<file path="src/rtl/life_pkg.sv">
// Shared types for the Game of Life generation engine: board geometry, row type and FSM states.
package life_pkg;

    localparam int N_ROWS = 8;

    typedef logic [7:0] row_t;
    typedef row_t [N_ROWS-1:0] board_t;

    typedef enum logic [1:0] {
        IDLE,
        COMPUTE,
        SWAP
    } state_t;

endpackage

</file>
<file path="src/rtl/generation_engine_if.sv">
// Host load/control/status signals plus the row exchange with the external decoder_top.
interface generation_engine_if;
    import life_pkg::*;

    logic       load_valid;
    logic [2:0] load_addr;
    row_t       load_data;
    logic       start;
    logic       run;
    row_t       row_in;
    row_t       row_a;
    row_t       row_b;
    row_t       next_row;
    logic [2:0] disp_addr;
    row_t       disp_bits;
    logic       busy;
    logic       done;
    logic       stable;
    logic [5:0] gen_count;

    modport slave (
        input  load_valid, load_addr, load_data, start, run, next_row, disp_addr,
        output row_in, row_a, row_b, disp_bits, busy, done, stable, gen_count
    );

    modport master (
        output load_valid, load_addr, load_data, start, run, next_row, disp_addr,
        input  row_in, row_a, row_b, disp_bits, busy, done, stable, gen_count
    );

endinterface

</file>
<file path="src/rtl/period_timer.sv">
// Hold-off counter for auto-run: expire pulses after PERIOD uncleared cycles with run held.
module period_timer #(
    parameter int PERIOD = 64
) (
    input  logic ph1,
    input  logic reset,
    input  logic run,
    input  logic clear,
    output logic expire
);

    localparam logic [7:0] LAST = 8'(PERIOD - 1);

    logic [7:0] count;

    assign expire = run && !clear && (count == LAST);

    always_ff @(posedge ph1) begin
        if (reset || clear || !run || count == LAST) begin
            count <= 8'd0;
        end else begin
            count <= count + 8'd1;
        end
    end

endmodule

</file>
<file path="src/rtl/generation_engine.sv">
// 8x8 toroidal Life board: rows are streamed through an external decoder into a shadow bank,
// then swapped into the visible bank in one cycle.
module generation_engine
    import life_pkg::*;
#(
    parameter int PERIOD = 64
) (
    input  logic ph1,
    input  logic reset,
    generation_engine_if.slave bus
);

    state_t     state;
    state_t     state_next;
    board_t     cur;
    board_t     nxt;
    logic [2:0] r;
    logic [5:0] gen_count;
    logic       stable;
    logic       done;
    logic       busy;
    logic       expire;
    logic       timer_clear;

    // The done cycle is excluded from the hold-off so auto-run gets PERIOD quiet cycles after it.
    assign busy        = (state != IDLE);
    assign timer_clear = busy || done || bus.load_valid || bus.start;

    period_timer #(
        .PERIOD(PERIOD)
    ) timer (
        .ph1   (ph1),
        .reset (reset),
        .run   (bus.run),
        .clear (timer_clear),
        .expire(expire)
    );

    assign bus.row_in    = cur[r];
    assign bus.row_a     = cur[r - 3'd1];
    assign bus.row_b     = cur[r + 3'd1];
    assign bus.disp_bits = cur[bus.disp_addr];
    assign bus.busy      = busy;
    assign bus.done      = done;
    assign bus.stable    = stable;
    assign bus.gen_count = gen_count;

    always_ff @(posedge ph1) begin
        if (reset) begin
            state <= IDLE;
        end else begin
            state <= state_next;
        end
    end

    always_comb begin
        state_next = state;
        case (state)
            IDLE: begin
                if (!bus.load_valid && (bus.start || expire)) begin
                    state_next = COMPUTE;
                end
            end
            COMPUTE: begin
                if (r == 3'd7) begin
                    state_next = SWAP;
                end
            end
            SWAP: begin
                state_next = IDLE;
            end
            default: begin
                state_next = IDLE;
            end
        endcase
    end

    // r wraps 7->0 on the last COMPUTE edge, so IDLE and SWAP always present row 0 neighbours.
    always_ff @(posedge ph1) begin
        if (reset) begin
            cur       <= '0;
            nxt       <= '0;
            r         <= 3'd0;
            gen_count <= 6'd0;
            stable    <= 1'b0;
            done      <= 1'b0;
        end else begin
            done <= (state == SWAP);
            case (state)
                IDLE: begin
                    if (bus.load_valid) begin
                        cur[bus.load_addr] <= bus.load_data;
                    end
                end
                COMPUTE: begin
                    nxt[r] <= bus.next_row;
                    r      <= r + 3'd1;
                end
                SWAP: begin
                    cur       <= nxt;
                    stable    <= (nxt == cur);
                    gen_count <= gen_count + 6'd1;
                end
                default: begin
                end
            endcase
        end
    end

endmodule
</file>
<file path="src/flat_wrapper.sv">
// flat-port wrapper written by rule: the top's interface ports become plain ports
module generation_engine_flat import life_pkg::*;
#(
    parameter int PERIOD = 64
)
  (ph1, reset, bus_load_valid, bus_load_addr, bus_load_data, bus_start, bus_run, bus_next_row, bus_disp_addr, bus_row_in, bus_row_a, bus_row_b, bus_disp_bits, bus_busy, bus_done, bus_stable, bus_gen_count);
  generation_engine_if bus_i ();
  input  logic ph1;
  input  logic reset;
  input wire logic [$bits(bus_i.load_valid)-1:0] bus_load_valid;
  input wire logic [$bits(bus_i.load_addr)-1:0] bus_load_addr;
  input wire logic [$bits(bus_i.load_data)-1:0] bus_load_data;
  input wire logic [$bits(bus_i.start)-1:0] bus_start;
  input wire logic [$bits(bus_i.run)-1:0] bus_run;
  input wire logic [$bits(bus_i.next_row)-1:0] bus_next_row;
  input wire logic [$bits(bus_i.disp_addr)-1:0] bus_disp_addr;
  output wire logic [$bits(bus_i.row_in)-1:0] bus_row_in;
  output wire logic [$bits(bus_i.row_a)-1:0] bus_row_a;
  output wire logic [$bits(bus_i.row_b)-1:0] bus_row_b;
  output wire logic [$bits(bus_i.disp_bits)-1:0] bus_disp_bits;
  output wire logic [$bits(bus_i.busy)-1:0] bus_busy;
  output wire logic [$bits(bus_i.done)-1:0] bus_done;
  output wire logic [$bits(bus_i.stable)-1:0] bus_stable;
  output wire logic [$bits(bus_i.gen_count)-1:0] bus_gen_count;
  assign bus_i.load_valid = bus_load_valid;
  assign bus_i.load_addr = bus_load_addr;
  assign bus_i.load_data = bus_load_data;
  assign bus_i.start = bus_start;
  assign bus_i.run = bus_run;
  assign bus_i.next_row = bus_next_row;
  assign bus_i.disp_addr = bus_disp_addr;
  assign bus_row_in = bus_i.row_in;
  assign bus_row_a = bus_i.row_a;
  assign bus_row_b = bus_i.row_b;
  assign bus_disp_bits = bus_i.disp_bits;
  assign bus_busy = bus_i.busy;
  assign bus_done = bus_i.done;
  assign bus_stable = bus_i.stable;
  assign bus_gen_count = bus_i.gen_count;
  generation_engine #(.PERIOD(PERIOD)) u_core (.ph1(ph1), .reset(reset), .bus(bus_i));
endmodule
</file>
<file path="config.mk">
export PLATFORM = sky130hd
export DESIGN_NAME = generation_engine_flat
export DESIGN_NICKNAME = d
export VERILOG_FILES = /design/src/rtl/life_pkg.sv /design/src/rtl/generation_engine_if.sv /design/src/rtl/period_timer.sv /design/src/rtl/generation_engine.sv /design/src/flat_wrapper.sv
export SDC_FILE = /design/constraint.sdc
export NUM_CORES = 1
export LEC_CHECK = 0
export ABC_AREA = 1
export CORE_UTILIZATION = 53
export DETAILED_ROUTE_END_ITERATION = 10
export PLACE_DENSITY = 0.73
export SYNTH_ARGS = -nofsm -noshare
export SYNTH_HDL_FRONTEND = slang
export SYNTH_SLANG_ARGS = --single-unit
</file>
<file path="constraint.sdc">
create_clock -name ph1 -period 2.6 [get_ports ph1]
set_input_delay 0.52 -clock ph1 [delete_from_list [all_inputs] [get_ports ph1]]
set_output_delay 0.52 -clock ph1 [all_outputs]
set_load 0.03 [all_outputs]
</file>
==> run metrics <==
dpl cell area 9580 sq um; status complete, no violations; First-pass DRT Iterations 6; worst slew pin tran about 0.64 ns; final hold vios 0; r2r endpoint u_core.cur[11]$_SDFFE_PP0P_; CP startpoint u_core.r[0]$_SDFFE_PP0P_; antenna-violating nets left 0; CTS root buf clkbuf_16; CP top delay family adder cells; number of synthesized flops with an enable pin 0; minimum clock period roughly 2.6 ns; hold path cells 1; die area around 17,000 sq um; vias in the first global route 8,379; pwr dens 593 nW/um^2; CTS tree yes; Cells after Synth 1,377; htree depth 4; WL/cell 20.7 um; period utilisation layout 0.993; Yosys reg bits around 150; Reg clk slew, reported paths roughly 0.06 ns; CP Cell Sequence ha_1 -> ha_4 -> buf_4 -> o21ai_0 -> o22a_1 -> buf_4; CP max-delay cell dfxtp_4; CP max stage delay ~0.38 ns; PnR worst setup slack 0.0195 ns; Peak VDD IR a little under 0.0005 V; Synth Cell Area just under 9000 sq um; ys async rst share 0; largest net degree at the start of global routing 87; post-synthesis cell type count 38; io pins slightly below 70; final RePlAce weighted congestion about 1.0; most frequent cells in the layout nand2_1 (345), o21ai_0 (192), nor2_1 (147); fillers between 1,500 and 2,000; Achievable Freq about 390 MHz; Worst Path Arrival about 2.1 ns; Max clock buf depth 2; Worst Hold Launch u_core.timer.count[0]$_SDFF_PP0_; total gr overflow 0; CTS Buf Count 17; R2R Setup Slk 0.64 ns; most common cell after layout, fill and taps aside nand2_1; Layout Nets roughly 1,500; dpl hpwl 24.9 mm; Max Slew Vio Count 0; clk sinks approximately 150; proportion of layout cells with a drive suffix above 1 0.100; Fin Setup TNS 0 ns; Initial Utilization 0.547; Diodes inserted 0; Most Frequent Cell on Critical Path buf_4; Setup crit start kind register; hold buffers post-CTS 0; Port Buffer Count 67; Reg-to-Reg Start u_core.state[1]$_SDFFE_PP0P_; syn avg cell area between 6 and 7 sq um; RSZ-0062 raised after global routing true; core area about 16,000 sq um; ys flop type dfxtp_1; Max-cap violations 0; Min-Delay Endpoint u_core.timer.count[0]$_SDFF_PP0_; Worst EP required roughly 2.1 ns; die height about 130 um; Crit path buffers/inverters 2; Worst slew margin 0.572; gr usage total 0.403; worst hold path type reg2reg; drt via density just under 6; initial antenna violation count 1; post-synthesis sequential area ratio 0.339; dpl ws about 0.029 ns; Vias between 9,000 and 10,000; syn_nets 1,409; Die X-Extent 131 um; first-pass GRT wire length 49.3 mm; synth warn 0; crit path max fanout 8; CP Class reg2out; final setup fails 0; final instance area just over 10,000 sq um; WL final about 34 mm; Iteration-0 DRC Markers between 1,000 and 1,500; DR DRC count 0; CP Capture Type output pin; Lkg Pwr ~4 nW; Final Hold Slack between 0.4 and 0.5 ns; Worst R2R Path Depth 7; Rows 46; Clock Latency Late Sink 0.43 ns; Layout Skew 0.0102 ns; Area growth syn-to-layout 16.7%
-- cell families (layout without fill, tap and decap cells) --
| family | count (synthesis) | count (layout) | synth area share |
|---|---|---|---|
| and+or+nand+nor | 539 | 539 | 0.253 |
| xor gates and xnor gates | 15 | 15 | 0.0149 |
| DFF | 149 | 149 | 0.339 |
| adders and majority gates | 5 | 5 | 0.00712 |
| AOI/OAI and AO/OA | 441 | 441 | 0.277 |
| buffers and inverters | 228 | 296 | 0.108 |
-- power breakdown --
part / switching, mW / total [mW] / internal (mW) / leakage (nW)
Sequential: 0.0655 / 2.39 / 2.33 / 1.21
Combinational: 0.844 / 1.29 / 0.443 / 2.50
Clock: 1.05 / 2.40 / 1.35 / 0.272
Total: 1.96 / 6.09 / 4.12 / 3.98
-- Yosys cell counts, types with 5 or more instances --
cell type	n	area (sq um)
o221ai_1	5	43.8
ha_1	5	62.6
o21ai_1	14	70.1
inv_1	146	548
buf_2	11	55.1
o22a_1	16	140
a31oi_1	43	269
a22oi_1	16	120
inv_2	15	56.3
o22ai_1	6	37.5
nor2_4	9	101
nor3_1	6	30.0
o21ai_0	200	1000
a21oi_1	128	641
dfxtp_1	149	2980
xnor2_1	13	114
nor2_1	147	552
buf_6	10	113
nand2_1	346	1300
nand3_1	11	55.1
clkbuf_1	39	146
nand4_1	8	50.1
a221oi_1	8	70.1
-- flip-flops by register name (all words and copies together), names as in the netlist --
signal	count
u_core.bus.stable	1
u_core.timer.count	8
u_core.cur	64
u_core.bus.gen_count	6
u_core.bus.done	1
u_core.state	2
u_core.r	3
u_core.nxt	64
-- final cells by class --
| type | instances | area (sq um) | share of cell area |
|---|---|---|---|
| clock buffers | 19 | 443 | 0.0432 |
| clock inverters | 13 | 119 | 0.0116 |
| inverters | 166 | 633 | 0.0617 |
| multi-input cells | 1000 | 4900 | 0.478 |
| flip-flops and latches | 149 | 2990 | 0.291 |
| well taps | 216 | 270 | 0.0263 |
| repair buffers | 97 | 896 | 0.0873 |
| repair inverters | 1 | 7.51 | 0.000732 |
-- per-stage QoR --
stage	cells	util	power (mW)
2_1_floorplan	1377	-	3.18
3_3_place_gp	1623	0.597	3.64
3_5_place_dp	1623	0.597	3.65
4_1_cts	1656	0.633	6.01
5_1_grt	1661	0.639	6.27
6_report	1661	0.639	6.09
-- metal layers --
layer / up-vias / share of wire / GRT usage
li1: 4663 / - / -
met1: 4423 / 0.39 / 0.525
met2: 633 / 0.43 / 0.610
met3: 109 / 0.13 / 0.121
met4: 2 / 0.046 / 0.194
met5: - / 0.00041 / 0
-- worst max path at each step --
stage	end	slack, ns	cells after the start
floorplan	bus_row_a[4]	0.08	8
global placement	bus_disp_bits[4]	0.07	8
detailed placement	bus_disp_bits[4]	0.03	8
CTS	bus_row_b[5]	0.0005	7
global route	bus_row_b[0]	-0.06	7
finish	bus_row_b[3]	0.02	6
-- worst reg2reg max path: stages (launching register included) --
cell and delay, ns:
dfxtp_1 0.36, inv_2 0.13, nor2_8 0.05, inv_2 0.40, nand2_1 0.26, inv_1 0.39
a221oi_1 0.18, nor2_1 0.13
-- what timing repair did --
item,4_1_cts,5_1_grt
setup endpoints to repair,16,22
resized for setup,5,21
setup buffers,1,4
gates cloned,0,1
endpoints found under the hold margin,0,0
pin swaps,0,1
No activity file was read; power rests on OpenSTA's default activity.
